`config.mk`:
```
export PLATFORM = sky130hd
export DESIGN_NAME = alarm_clock_multi_flat
export DESIGN_NICKNAME = d
export VERILOG_FILES = /design/src/rtl/alarm_clock_multi_pkg.sv /design/src/rtl/alarm_clock_multi_if.sv /design/src/rtl/alarm_clock_multi_channel.sv /design/src/rtl/alarm_clock_multi.sv /design/src/flat_wrapper.sv
export SDC_FILE = /design/constraint.sdc
export NUM_CORES = 1
export LEC_CHECK = 0
export CELL_PAD_IN_SITES_DETAIL_PLACEMENT = 0
export CELL_PAD_IN_SITES_GLOBAL_PLACEMENT = 1
export CORE_MARGIN = 5
export CORE_UTILIZATION = 50
export DETAILED_ROUTE_END_ITERATION = 8
export HOLD_SLACK_MARGIN = 0.02
export PLACE_DENSITY_LB_ADDON = 0.1
export SLEW_MARGIN = 20
export SYNTH_ARGS = -nofsm -noshare
export SYNTH_HDL_FRONTEND = slang
export SYNTH_SLANG_ARGS = --single-unit
```
`constraint.sdc`:
```
create_clock -name clk -period 9.05 [get_ports clk]
set_clock_uncertainty 0.2 [all_clocks]
set_input_delay 0.905 -clock clk [delete_from_list [all_inputs] [get_ports clk]]
set_output_delay 0.905 -clock clk [all_outputs]
set_load 0.005 [all_outputs]
```
`src/rtl/alarm_clock_multi_pkg.sv`:
```
// Shared constants, channel state encoding and hour/minute helpers for the
// multi-alarm clock.
package alarm_clock_pkg;
  localparam int SEC_MAX = 59;
  localparam int MIN_MAX = 59;
  localparam int HR_MAX  = 23;
  localparam int HR_W    = 5;
  localparam int MIN_W   = 6;

  typedef enum logic [1:0] {CH_IDLE, CH_RING, CH_SNOOZE} ch_state_e;

  function automatic logic [HR_W-1:0] to_disp_hr(input logic [HR_W-1:0] hr, input logic fmt24);
    if (fmt24)           return hr;
    if (hr == '0)        return 5'd12;
    if (hr > 5'd12)      return hr - 5'd12;
    return hr;
  endfunction

  function automatic logic [MIN_W-1:0] inc_min(input logic [MIN_W-1:0] m);
    return (m == MIN_W'(MIN_MAX)) ? '0 : m + 6'd1;
  endfunction

  function automatic logic [HR_W-1:0] inc_hr(input logic [HR_W-1:0] h);
    return (h == HR_W'(HR_MAX)) ? '0 : h + 5'd1;
  endfunction
endpackage

```
`src/rtl/alarm_clock_multi_if.sv`:
```
// Control/status bundle between the board logic and the multi-alarm clock.
interface alarm_clock_multi_if import alarm_clock_pkg::*; #(
  parameter int NUM_ALARMS = 4
);
  localparam int SEL_W = $clog2(NUM_ALARMS + 1);

  logic [SEL_W-1:0]      set_sel;
  logic                  set_hr;
  logic                  set_min;
  logic                  fmt24;
  logic [NUM_ALARMS-1:0] alarm_en;
  logic [NUM_ALARMS-1:0] snooze;
  logic [NUM_ALARMS-1:0] dismiss;
  logic [HR_W-1:0]       hr_out;
  logic                  pm_out;
  logic [MIN_W-1:0]      min_out;
  logic [MIN_W-1:0]      sec_out;
  logic [HR_W-1:0]       alm_hr_out;
  logic [MIN_W-1:0]      alm_min_out;
  logic [NUM_ALARMS-1:0] alarm_active;
  logic                  alarm_any;

  modport master (
    output set_sel, set_hr, set_min, fmt24, alarm_en, snooze, dismiss,
    input  hr_out, pm_out, min_out, sec_out, alm_hr_out, alm_min_out, alarm_active, alarm_any
  );

  modport slave (
    input  set_sel, set_hr, set_min, fmt24, alarm_en, snooze, dismiss,
    output hr_out, pm_out, min_out, sec_out, alm_hr_out, alm_min_out, alarm_active, alarm_any
  );
endinterface

```
`src/rtl/alarm_clock_multi_channel.sv`:
```
// One alarm channel: alarm time registers, edge-triggered match, and the
// idle/ring/snooze state with its snooze and ring-timeout counters.
module alarm_channel import alarm_clock_pkg::*; #(
  parameter int SNOOZE_MIN = 5,
  parameter int RING_SECS  = 60
) (
  input  logic             clk,
  input  logic             rst,
  input  logic             en,
  input  logic             hr_inc,
  input  logic             min_inc,
  input  logic             sec_tick,
  input  logic             min_roll,
  input  logic             dismiss,
  input  logic             snooze,
  input  logic [HR_W-1:0]  hr_nxt,
  input  logic [MIN_W-1:0] min_nxt,
  output logic [HR_W-1:0]  alm_hr,
  output logic [MIN_W-1:0] alm_min,
  output logic             active,
  output logic             active_nxt
);
  localparam logic [7:0] RING_LAST = 8'(RING_SECS - 1);

  ch_state_e   state, state_n;
  logic [5:0]  snz_cnt, snz_cnt_n;
  logic [7:0]  ring_cnt, ring_cnt_n;
  logic        match;

  // Only a minute rollover into hh:mm:00 can fire; editing the alarm never does.
  assign match      = min_roll && (hr_nxt == alm_hr) && (min_nxt == alm_min);
  assign active     = (state == CH_RING);
  assign active_nxt = (state_n == CH_RING);

  always_ff @(posedge clk or posedge rst) begin
    if (rst) begin
      alm_hr  <= '0;
      alm_min <= '0;
    end else begin
      if (hr_inc)  alm_hr  <= inc_hr(alm_hr);
      if (min_inc) alm_min <= inc_min(alm_min);
    end
  end

  always_ff @(posedge clk or posedge rst) begin
    if (rst) begin
      state    <= CH_IDLE;
      snz_cnt  <= '0;
      ring_cnt <= '0;
    end else begin
      state    <= state_n;
      snz_cnt  <= snz_cnt_n;
      ring_cnt <= ring_cnt_n;
    end
  end

  always_comb begin
    state_n    = state;
    snz_cnt_n  = snz_cnt;
    ring_cnt_n = ring_cnt;
    if (!en || dismiss) begin
      state_n   = CH_IDLE;
      snz_cnt_n = '0;
    end else if (match && state != CH_RING) begin
      state_n    = CH_RING;
      snz_cnt_n  = '0;
      ring_cnt_n = '0;
    end else begin
      case (state)
        CH_RING: begin
          if (snooze) begin
            state_n   = CH_SNOOZE;
            snz_cnt_n = 6'(SNOOZE_MIN);
          end else if (sec_tick) begin
            if (ring_cnt == RING_LAST) state_n = CH_IDLE;
            else                       ring_cnt_n = ring_cnt + 8'd1;
          end
        end
        CH_SNOOZE: begin
          if (min_roll) begin
            if (snz_cnt == 6'd1) begin
              state_n    = CH_RING;
              snz_cnt_n  = '0;
              ring_cnt_n = '0;
            end else begin
              snz_cnt_n = snz_cnt - 6'd1;
            end
          end
        end
        default: ;
      endcase
    end
  end
endmodule

```
`src/rtl/alarm_clock_multi.sv`:
```
// Multi-alarm clock: prescaler, 24 h time counters, set-edge detect,
// alarm readback mux and the per-channel alarm array.
module alarm_clock_multi import alarm_clock_pkg::*; #(
  parameter int NUM_ALARMS = 4,
  parameter int TICK_DIV   = 50000000,
  parameter int SNOOZE_MIN = 5,
  parameter int RING_SECS  = 60
) (
  input  logic                clk,
  input  logic                rst,
  alarm_clock_multi_if.slave  bus
);
  localparam int SEL_W = $clog2(NUM_ALARMS + 1);
  localparam int PRE_W = $clog2(TICK_DIV);

  logic [PRE_W-1:0]                  presc;
  logic [MIN_W-1:0]                  sec, sec_n, min, min_n;
  logic [HR_W-1:0]                   hr, hr_n;
  logic                              set_hr_q, set_min_q, hr_pulse, min_pulse;
  logic                              sec_tick, min_roll, hr_carry, clk_sel;
  logic                              any_q;
  logic [NUM_ALARMS-1:0]             active, active_nxt;
  logic [NUM_ALARMS-1:0][HR_W-1:0]   alm_hr;
  logic [NUM_ALARMS-1:0][MIN_W-1:0]  alm_min;
  logic [HR_W-1:0]                   rd_hr;
  logic [MIN_W-1:0]                  rd_min;

  assign sec_tick  = (presc == PRE_W'(TICK_DIV - 1));
  assign hr_pulse  = bus.set_hr & ~set_hr_q;
  assign min_pulse = bus.set_min & ~set_min_q;
  assign clk_sel   = (bus.set_sel == '0);
  assign min_roll  = sec_tick && (sec == MIN_W'(SEC_MAX));
  // A minute set in the same cycle swallows the carry it would have produced.
  assign hr_carry  = min_roll && (min == MIN_W'(MIN_MAX)) && !(clk_sel && min_pulse);

  always_comb begin
    sec_n = sec;
    min_n = min;
    hr_n  = hr;
    if (sec_tick) sec_n = min_roll ? '0 : sec + 6'd1;
    if ((clk_sel && min_pulse) || min_roll) min_n = inc_min(min);
    if ((clk_sel && hr_pulse) || hr_carry)  hr_n  = inc_hr(hr);
  end

  always_ff @(posedge clk or posedge rst) begin
    if (rst) begin
      presc     <= '0;
      sec       <= '0;
      min       <= '0;
      hr        <= '0;
      set_hr_q  <= 1'b0;
      set_min_q <= 1'b0;
      any_q     <= 1'b0;
    end else begin
      presc     <= sec_tick ? '0 : presc + PRE_W'(1);
      sec       <= sec_n;
      min       <= min_n;
      hr        <= hr_n;
      set_hr_q  <= bus.set_hr;
      set_min_q <= bus.set_min;
      any_q     <= |active_nxt;
    end
  end

  for (genvar i = 0; i < NUM_ALARMS; i++) begin : g_ch
    alarm_channel #(
      .SNOOZE_MIN (SNOOZE_MIN),
      .RING_SECS  (RING_SECS)
    ) u_ch (
      .clk        (clk),
      .rst        (rst),
      .en         (bus.alarm_en[i]),
      .hr_inc     (hr_pulse  && (bus.set_sel == SEL_W'(i + 1))),
      .min_inc    (min_pulse && (bus.set_sel == SEL_W'(i + 1))),
      .sec_tick   (sec_tick),
      .min_roll   (min_roll),
      .dismiss    (bus.dismiss[i]),
      .snooze     (bus.snooze[i]),
      .hr_nxt     (hr_n),
      .min_nxt    (min_n),
      .alm_hr     (alm_hr[i]),
      .alm_min    (alm_min[i]),
      .active     (active[i]),
      .active_nxt (active_nxt[i])
    );
  end

  // Out-of-range selects fall back to channel 0, same as the clock target.
  always_comb begin
    rd_hr  = alm_hr[0];
    rd_min = alm_min[0];
    for (int i = 1; i < NUM_ALARMS; i++) begin
      if (bus.set_sel == SEL_W'(i + 1)) begin
        rd_hr  = alm_hr[i];
        rd_min = alm_min[i];
      end
    end
  end

  assign bus.hr_out       = to_disp_hr(hr, bus.fmt24);
  assign bus.pm_out       = (hr >= 5'd12);
  assign bus.min_out      = min;
  assign bus.sec_out      = sec;
  assign bus.alm_hr_out   = to_disp_hr(rd_hr, bus.fmt24);
  assign bus.alm_min_out  = rd_min;
  assign bus.alarm_active = active;
  assign bus.alarm_any    = any_q;
endmodule

```
`src/flat_wrapper.sv`:
```
// flat-port wrapper written by rule: the top's interface ports become plain ports
module alarm_clock_multi_flat import alarm_clock_pkg::*;
#(
  parameter int NUM_ALARMS = 4,
  parameter int TICK_DIV   = 50000000,
  parameter int SNOOZE_MIN = 5,
  parameter int RING_SECS  = 60
)
  (clk, rst, bus_set_sel, bus_set_hr, bus_set_min, bus_fmt24, bus_alarm_en, bus_snooze, bus_dismiss, bus_hr_out, bus_pm_out, bus_min_out, bus_sec_out, bus_alm_hr_out, bus_alm_min_out, bus_alarm_active, bus_alarm_any);
  alarm_clock_multi_if #(.NUM_ALARMS(NUM_ALARMS)) bus_i ();
  input  logic clk;
  input  logic rst;
  input wire logic [$bits(bus_i.set_sel)-1:0] bus_set_sel;
  input wire logic [$bits(bus_i.set_hr)-1:0] bus_set_hr;
  input wire logic [$bits(bus_i.set_min)-1:0] bus_set_min;
  input wire logic [$bits(bus_i.fmt24)-1:0] bus_fmt24;
  input wire logic [$bits(bus_i.alarm_en)-1:0] bus_alarm_en;
  input wire logic [$bits(bus_i.snooze)-1:0] bus_snooze;
  input wire logic [$bits(bus_i.dismiss)-1:0] bus_dismiss;
  output wire logic [$bits(bus_i.hr_out)-1:0] bus_hr_out;
  output wire logic [$bits(bus_i.pm_out)-1:0] bus_pm_out;
  output wire logic [$bits(bus_i.min_out)-1:0] bus_min_out;
  output wire logic [$bits(bus_i.sec_out)-1:0] bus_sec_out;
  output wire logic [$bits(bus_i.alm_hr_out)-1:0] bus_alm_hr_out;
  output wire logic [$bits(bus_i.alm_min_out)-1:0] bus_alm_min_out;
  output wire logic [$bits(bus_i.alarm_active)-1:0] bus_alarm_active;
  output wire logic [$bits(bus_i.alarm_any)-1:0] bus_alarm_any;
  assign bus_i.set_sel = bus_set_sel;
  assign bus_i.set_hr = bus_set_hr;
  assign bus_i.set_min = bus_set_min;
  assign bus_i.fmt24 = bus_fmt24;
  assign bus_i.alarm_en = bus_alarm_en;
  assign bus_i.snooze = bus_snooze;
  assign bus_i.dismiss = bus_dismiss;
  assign bus_hr_out = bus_i.hr_out;
  assign bus_pm_out = bus_i.pm_out;
  assign bus_min_out = bus_i.min_out;
  assign bus_sec_out = bus_i.sec_out;
  assign bus_alm_hr_out = bus_i.alm_hr_out;
  assign bus_alm_min_out = bus_i.alm_min_out;
  assign bus_alarm_active = bus_i.alarm_active;
  assign bus_alarm_any = bus_i.alarm_any;
  alarm_clock_multi #(.NUM_ALARMS(NUM_ALARMS), .TICK_DIV(TICK_DIV), .SNOOZE_MIN(SNOOZE_MIN), .RING_SECS(RING_SECS)) u_core (.clk(clk), .rst(rst), .bus(bus_i));
endmodule
```
==> results.cfg, run 1 <==
[setup_path]
critPathKind = input port to register
crit_required_ps = 9130
cp_max_fo = 25
cp-start-kind = input port
worstSetupEndpointType = register
cp.arrival_ps = 5960

[yosys]
synth_top_family_by_area = simple AND/OR/NAND/NOR gates
ys_ff_latch = 154
synth_fp_nets = 1405
synth-xor-area-share_pct = 5.39
async_flop_share_pct = 100
synth_compound_area_share_pct = 20.7
synthesis.instances = 1343
synth-simple-area-share_pct = 25.5
avgSynthCellArea_um2 = 8.23
ys_types = 82
synthAdderAreaFrac_pct = 4.75
synth_mux_area_share_pct = 4.03
synth_edf_count = 0
seq_area_frac_synth_pct = 34.8
synth_area_um2 = 11100
synth_flop_cell = dfrtp_1
yosys_warnings = 0

[pwr]
p_clk_share_pct = 34.2
max-vdd-ir-drop_mv = 0.123
comb_power_share_pct = 25.4
switching_share_pct = 34.4
p_per_area_nw_per_um2 = 176
p_int_mw = 1.42
leakagePower_nw = 5.06
seqPwrFrac_pct = 40.4
power.net_switching_uw = 743
total_power_mw = 2.16

[final_layout]
num-nets-final = 1414
antenna_cells = 0
final_util_pct = 56.3
area_delta_synth_final_pct = 11.2
drive_gt1_share_pct = 5.57
final_area_um2 = 12300

[timing]
worst_hold_slack_ps = 266
rsz0062_at_grt = no
setup-tns-final_ps = 0
slew_viol_final = 0
setup_viol = 0
fin_crit_ps = 5880
clock.fmax_mhz = 170
slew_headroom_pct = 31.1
tightestPinTransition_ps = 1030
finalHoldViolCount = 0
period_share_pct = 65.0

[route]
drc_errors = 0
drt_iter0_drc = 791
wl_per_cell_um = 18.5
drtAntennaViolNets = 0
vias = 10200
via_per_inst = 6.18
wirelength_um = 30500
firstDrtPassIters = 8

[clocking]
post_cts_resized = 0
cts_root_buf = clkbuf_16
clk_pin_slew_worst_paths_ps = 60
cts_hold_buf = 0
cts_sinks = 154
cts_setup_buffers = 0
cts_tree = done
htreeDepth = 4
cts_buffer_depth = 2
numCtsBuffers = 17
insertion_delay_ps = 430

[placed_design]
place.gp.congestion = 0.954
io_buffers = 53
dpl.hpwl_um = 22200
placed_area_um2 = 11700

[global_routing]
antenna_found_initial = 0
grt_pass1_wl_um = 49800
gr-total-overflow = 0
track_usage_pct = 23.7
grt_pass1_vias = 9538
grt_max_degree = 91

[floorplan]
rows = 54
die_w_um = 159
die_area_um2 = 25200
start_util_pct = 50.7
fp.dieH_um = 159
core_um2 = 21800
io_pins = 54

[worst_hold_path]
hp-class = register to register

[flow_run]
drv_cap = 0

[status]
status = complete, no violations
==> kinds of logic (layout without fill, tap and decap cells) <==
group           Yosys count  after routing
compound gates          355            355
simple gates            550            550
xor+xnor                 68             68
flops                   154            154
buf+inv                 133            155
fa+ha+maj                42             42
mux                      41             41
==> power groups by stage <==
stage / registers, mW / logic [mW] / clock network, mW
2_1_floorplan: 0.798 / 0.425 / 0
3_3_place_gp: 0.880 / 0.545 / 0
3_5_place_dp: 0.881 / 0.542 / 0
4_1_cts: 0.868 / 0.544 / 0.755
5_1_grt: 0.884 / 0.603 / 0.783
6_report: 0.874 / 0.548 / 0.738
==> Yosys cell counts (8+ instances only) <==
cell / instances / share of area (%)
ha_1: 42 / 4.8
nand2_1: 147 / 5.0
a31oi_1: 21 / 1.2
mux2i_1: 22 / 2.0
a21oi_1: 64 / 2.9
o2bb2ai_1: 8 / 0.63
dfrtp_1: 154 / 35
and3_1: 27 / 1.5
nor2b_1: 15 / 0.85
nand3_1: 74 / 3.3
o21ai_0: 121 / 5.5
xnor2_1: 41 / 3.2
nor2_1: 107 / 3.6
nand4b_1: 8 / 0.63
or3_1: 14 / 0.79
xor2_1: 27 / 2.1
nand2b_1: 18 / 1.0
clkbuf_1: 48 / 1.6
o22ai_1: 8 / 0.45
mux2_2: 18 / 1.8
a21o_1: 16 / 1.1
o21a_1: 8 / 0.54
nor3_1: 31 / 1.4
o2111ai_1: 8 / 0.63
nor3b_1: 11 / 0.75
nor4_1: 15 / 0.85
inv_1: 63 / 2.1
o211ai_1: 23 / 1.6
nand4_1: 29 / 1.6
==> final timing paths <==
kind,start,to,slack (ps),depth (start not counted)
min reg2reg,u_core.presc[0]$_DFF_PP0_,u_core.presc[0]$_DFF_PP0_,270,1
min in group asynchronous,rst,u_core.presc[15]$_DFF_PP0_,820,2
min,u_core.presc[0]$_DFF_PP0_,u_core.presc[0]$_DFF_PP0_,270,1
max reg2reg,u_core.presc[11]$_DFF_PP0_,u_core.g_ch[0].u_ch.ring_cnt[3]$_DFFE_PP0P_,3820,9
max in group asynchronous,rst,u_core.bus.alarm_any$_DFF_PP0_,6440,3
max,bus_set_sel[0],u_core.g_ch[0].u_ch.ring_cnt[3]$_DFFE_PP0P_,3170,10
==> area by class of cell <==
type / instances / area (um^2)
fill: 2022 / 9530
multi-input combinational: 1056 / 6670
clock inverter: 14 / 159
clock buffer: 18 / 439
inverter: 64 / 245
timing repair buffer: 59 / 576
sequential: 154 / 3850
tap: 280 / 350
==> through the flow <==
stage	worst slack (ps)	instances
4_1_cts	3280	1645
3_5_place_dp	2810	1613
3_3_place_gp	3010	1613
2_1_floorplan	3800	1343
5_1_grt	2790	1645
6_report	3170	1645
==> sequential cells by signal, summed over array words and instances, names as in the netlist <==
signal,count
u_core.bus.sec_out,6
u_core.g_ch.u_ch.ring_cnt,32
u_core.g_ch.u_ch.state,8
u_core.hr,5
u_core.set_min_q,1
u_core.g_ch.u_ch.alm_min,24
u_core.bus.alarm_any,1
u_core.presc,26
u_core.set_hr_q,1
u_core.bus.min_out,6
u_core.g_ch.u_ch.alm_hr,20
u_core.g_ch.u_ch.snz_cnt,24
==> cells in the final DEF (no fill, tap or decap), types with 8 or more instances in the layout <==
cell type,synthesis,layout
o21ai_0,121,121
or3_1,14,14
mux2_2,18,18
nand3_1,74,74
dfrtp_1,154,154
nand4b_1,8,8
nor3_1,31,31
o2bb2ai_1,8,8
clkbuf_16,0,17
o211ai_1,23,23
xnor2_1,41,41
a21o_1,16,16
and3_1,27,27
clkdlybuf4s50_1,0,53
nor3b_1,11,11
nor4_1,15,15
mux2i_1,22,22
a21oi_1,64,64
o22ai_1,8,8
o2111ai_1,8,8
inv_1,63,62
xor2_1,27,27
a31oi_1,21,21
nor2b_1,15,15
nand2_1,147,147
nand4_1,29,29
nor2_1,107,107
ha_1,42,42
o21a_1,8,8
nand2b_1,18,18
==> layer usage <==
metal  GRT usage (%)  wire (um)  up-vias
met5               0          0        -
met4            9.58        985        0
met3            4.15       1920       80
met2            36.6      13700      361
met1            33.2      13900     4816
li1                -          -     4905
==> critical path: stages <==
cell,delay [ps]
clkdlybuf4s50_1,940
or3b_1,690
nor2_1,630
a211oi_1,140
nor2_1,320
a21oi_1,120
nor4b_1,840
nand4b_1,490
a221oi_1,750
nor2_1,120
(Power assumes the default switching activity.)
==> run 2, diff against run 1 <==
CORE_UTILIZATION = 47   (was 50)
clock period = 5.65 ns   (was 9.05 ns; I/O delays follow)
==> results.cfg, run 2 (synthesized netlist as in run 1, its figures left out) <==
[clocking]
htreeDepth = 4
cts_root_buf = clkbuf_16
cts_sinks = 154
numCtsBuffers = 17
post_cts_resized = 0
cts_buffer_depth = 2
cts_hold_buf = 0
cts_tree = done
insertion_delay_ps = 430
clk_pin_slew_worst_paths_ps = 70
cts_setup_buffers = 0

[global_routing]
gr-usage-met3_pct = 3.61
grt_pass1_vias = 9498
grt_pass1_wl_um = 51400
gr-usage-met1_pct = 33.4
grtUsageMet2_pct = 38.3
grt_max_degree = 82
track_usage_pct = 23.9
gr-total-overflow = 0
busiest_layer = met2
antenna_found_initial = 0

[route]
wirelength_um = 31400
drt_iter0_drc = 822
via_per_inst = 5.97
wl_per_cell_um = 18.5
drc_errors = 0
drtAntennaViolNets = 0
vias = 10100
firstDrtPassIters = 5

[worst_hold_path]
worstHoldPathCells = 1
hp-class = register to register
hold_path_end = u_core.presc[0]$_DFF_PP0_
hp-start = u_core.presc[0]$_DFF_PP0_

[setup_path]
cp_max_fo = 10
worstSetupEndpointType = register
slowest_delay_ps = 780
crit_chain = inv_1 -> ha_1 -> and3_1 -> or4_1 -> or3b_1 -> a311oi_1 -> o2111ai_1 -> nor4_4 -> nand4b_1 -> a221oi_1 -> nor2_1
r2r_slack_ps = 860
crit_slowest_cell = a221oi_1
crit_required_ps = 5730
r2r-start = u_core.hr[3]$_DFF_PP0_
reg2regPathDepth = 11
critPathKind = register to register
cp-start-kind = register
cp.arrival_ps = 4880
timing.rr.end = u_core.g_ch[0].u_ch.ring_cnt[3]$_DFFE_PP0P_

[placed_design]
place.gp.congestion = 0.983
io_buffers = 53
dpl.hpwl_um = 22800
place_inst = 1664

[floorplan]
fp.dieH_um = 163
die_area_um2 = 26700
die_w_um = 163
core_um2 = 23300
start_util_pct = 47.4
rows = 56
io_pins = 54

[timing]
period_share_pct = 84.8
slew_viol_final = 0
setup_viol = 0
tightestPinTransition_ps = 946
clock.fmax_mhz = 209
slew_headroom_pct = 36.4
finalHoldViolCount = 0
setup-tns-final_ps = 0
fin_crit_ps = 4790
rsz0062_at_grt = no

[final_layout]
drive_gt1_share_pct = 6.39
antenna_cells = 0
regMostFlops = u_core.g_ch.u_ch.ring_cnt
largestRegisters = u_core.g_ch.u_ch.ring_cnt (32), u_core.presc (26)
area_delta_synth_final_pct = 12.2
num-nets-final = 1426
final_cells = 1696
layout_commonest_cell = dfrtp_1
largest_reg_flops = 32
layout_common_cells = dfrtp_1, nand2_1, o21ai_0
final_util_pct = 53.2

[flow_run]
drv_cap = 0

[pwr]
leakagePower_nw = 5.11
max-vdd-ir-drop_mv = 0.184
p_per_area_nw_per_um2 = 278
total_power_mw = 3.45

[status]
status = complete, no violations
## run 2: worst max path at each step
stage | endpoint | depth (start not counted) | start | slack [ps]
finish | u_core.g_ch[0].u_ch.ring_cnt[3]$_DFFE_PP0P_ | 11 | u_core.hr[3]$_DFF_PP0_ | 860
detailed placement | u_core.g_ch[3].u_ch.ring_cnt[5]$_DFFE_PP0P_ | 12 | bus_set_sel[0] | 680
global placement | u_core.g_ch[3].u_ch.ring_cnt[2]$_DFFE_PP0P_ | 12 | bus_set_sel[0] | 840
floorplan | u_core.bus.alarm_any$_DFF_PP0_ | 1 | rst | 740
global route | u_core.g_ch[3].u_ch.ring_cnt[5]$_DFFE_PP0P_ | 11 | u_core.bus.min_out[0]$_DFF_PP0_ | 580
CTS | u_core.g_ch[0].u_ch.ring_cnt[3]$_DFFE_PP0P_ | 11 | u_core.hr[3]$_DFF_PP0_ | 930
## run 2: final cells by class
type                            instances  area (um^2)
Fill cell                            2240        10900
Multi-Input combinational cell       1056         6670
Sequential cell                       154         3850
Timing Repair Buffer                   71          666
Clock buffer                           18          439
Tap cell                              319          399
Inverter                               64          245
Clock inverter                         14          134
## run 2: routing by layer
| layer | vias to the layer above | part of all wire [%] |
|---|---|---|
| met1 | 4840 | 47 |
| met5 | - | 0 |
| met2 | 286 | 46 |
| met3 | 64 | 4.6 |
| met4 | 0 | 2.4 |
| li1 | 4933 | - |
## run 2: stage by stage
step	hold WS, ps	cell area [um^2]	setup WS (ps)
2_1_floorplan	233	11100	735
3_3_place_gp	251	11800	841
3_5_place_dp	258	11800	681
4_1_cts	267	12400	927
5_1_grt	288	12400	578
6_report	266	12400	857
## run 2: power breakdown
part / switching, mW / leakage [nW] / internal [mW]
combinational: 0.496 / 2.84 / 0.417
sequential: 0.212 / 1.98 / 1.18
clock: 0.507 / 0.289 / 0.630
## run 2: worst max-delay path: cells and delay by family, from the launching register on
family	cells	cell delay, ps
AOI/OAI and AO/OA	3	1290
DFF	1	560
buffers and inverters	1	150
adders and majority gates	1	250
and+or+nand+nor	6	2190
==> run 3, diff against run 2 <==
clock period = 4.8 ns   (was 5.65 ns; I/O delays follow)
==> results.cfg, run 3 (synthesized netlist as in run 1, its figures left out) <==
[status]
status = complete, no violations

[floorplan]
start_util_pct = 47.4
die_w_um = 163
fp.dieH_um = 163
io_pins = 54
core_um2 = 23300
rows = 56
die_area_um2 = 26700

[clocking]
cts_buffer_depth = 2
cts_tree = done
post_cts_resized = 0
numCtsBuffers = 17
insertion_delay_ps = 440
cts_sinks = 154
cts_setup_buffers = 0
cts_root_buf = clkbuf_16
clk_pin_slew_worst_paths_ps = 70
htreeDepth = 4
cts_hold_buf = 0

[pwr]
p_per_area_nw_per_um2 = 327
leakagePower_nw = 5.19
seqPwrFrac_pct = 39.4
p_clk_share_pct = 33.8
switching_share_pct = 35.0
p_int_mw = 2.67
comb_power_share_pct = 26.8
power.net_switching_mw = 1.44
max-vdd-ir-drop_mv = 0.186

[final_layout]
multi_input_area_um2 = 6670
fillCellCount = 2228
largest_reg_flops = 32
largestRegisters = u_core.g_ch.u_ch.ring_cnt (32), u_core.presc (26)
register_area_um2 = 3850
layout_common_cells = dfrtp_1, nand2_1, o21ai_0
num-nets-final = 1442
layout_commonest_cell = dfrtp_1
area_delta_synth_final_pct = 13.7
drive_gt1_share_pct = 7.47
antenna_cells = 0
regMostFlops = u_core.g_ch.u_ch.ring_cnt

[setup_path]
crit_required_ps = 4930
cp_max_fo = 12
critPathKind = register to register
crit_slowest_cell = and3_1
cp-start-kind = register
critPathMostFrequentCell = and3_1
crit_buf_inv = 1
slowest_delay_ps = 620
cp.arrival_ps = 4580
crit_chain = nor4bb_1 -> and4_1 -> and3_1 -> o211ai_1 -> and3_1 -> nor4b_1 -> buf_4 -> a41oi_1 -> a2111oi_1 -> xnor2_1 -> nor2_1
critical-path-top-delay-family = simple AND/OR/NAND/NOR gates
worstSetupEndpointType = register

[timing]
finalHoldViolCount = 0
period_share_pct = 92.9
clock.fmax_mhz = 224
setup_viol = 0
fin_crit_ps = 4460
slew_headroom_pct = 39.8
slew_viol_final = 0
rsz0062_at_grt = no
tightestPinTransition_ps = 901
setup_ws_ps = 343
setup-tns-final_ps = 0

[route]
via_per_inst = 5.91
firstDrtPassIters = 5
wirelength_um = 31700
vias = 10100
drt_iter0_drc = 819
drtAntennaViolNets = 0
drc_errors = 0
wl_per_cell_um = 18.5

[global_routing]
grt_max_degree = 65
grt_pass1_wl_um = 51400
gr-total-overflow = 0
grt_pass1_vias = 9516
antenna_found_initial = 0
track_usage_pct = 24.0

[flow_run]
drv_cap = 0

[placed_design]
place.gp.congestion = 0.979
pre_cts_slack_ps = 425
dpl.hpwl_um = 23500
io_buffers = 53

[worst_hold_path]
hp-class = register to register
## run 3: final cells by class
type,count,area share (%)
clock inverter,12,1.02
tap,319,3.17
clock buffer,20,3.71
multi-input combinational,1056,53.1
timing repair buffer,87,6.45
inverter,64,1.94
sequential,154,30.6
## run 3: layer usage
| metal | GRT usage (%) | up-vias | share of wire, % |
|---|---|---|---|
| met2 | 37.2 | 287 | 45 |
| met3 | 4.29 | 45 | 5.7 |
| met1 | 34.8 | 4819 | 48 |
| met5 | 0 | - | 0 |
| met4 | 6.48 | 0 | 1.7 |
| li1 | - | 4973 | - |
## run 3: power groups by stage
stage | logic [mW] | clock network (mW) | registers (mW)
final | 1.10 | 1.39 | 1.62
after global routing | 1.22 | 1.47 | 1.63
after CTS | 1.10 | 1.42 | 1.61
after detailed placement | 1.09 | 0 | 1.63
after global placement | 1.09 | 0 | 1.64
after floorplan | 0.802 | 0 | 1.50
## run 3: worst paths after layout
| kind | startpoint | to | slack, ps | cells past startpoint |
|---|---|---|---|---|
| max in group asynchronous | rst | u_core.bus.min_out[2]$_DFF_PP0_ | 3200 | 3 |
| worst max-delay path | u_core.presc[11]$_DFF_PP0_ | u_core.g_ch[0].u_ch.ring_cnt[4]$_DFFE_PP0P_ | 340 | 11 |
| worst max register to register | u_core.presc[11]$_DFF_PP0_ | u_core.g_ch[0].u_ch.ring_cnt[4]$_DFFE_PP0P_ | 340 | 11 |
| min in group asynchronous | rst | u_core.g_ch[1].u_ch.ring_cnt[5]$_DFFE_PP0P_ | 370 | 2 |
| worst min-delay path | u_core.presc[0]$_DFF_PP0_ | u_core.presc[0]$_DFF_PP0_ | 280 | 1 |
| worst min register to register | u_core.presc[0]$_DFF_PP0_ | u_core.presc[0]$_DFF_PP0_ | 280 | 1 |
## run 3: stage by stage
stage	power [mW]	std cells	instance area, um^2	utilization [%]	hold slack (ps)
2_1_floorplan	2.31	1343	11100	-	233
3_3_place_gp	2.73	1680	12000	51.4	258
3_5_place_dp	2.73	1680	12000	51.4	274
4_1_cts	4.13	1712	12600	53.9	282
5_1_grt	4.32	1712	12600	53.9	312
6_report	4.11	1712	12600	53.9	276
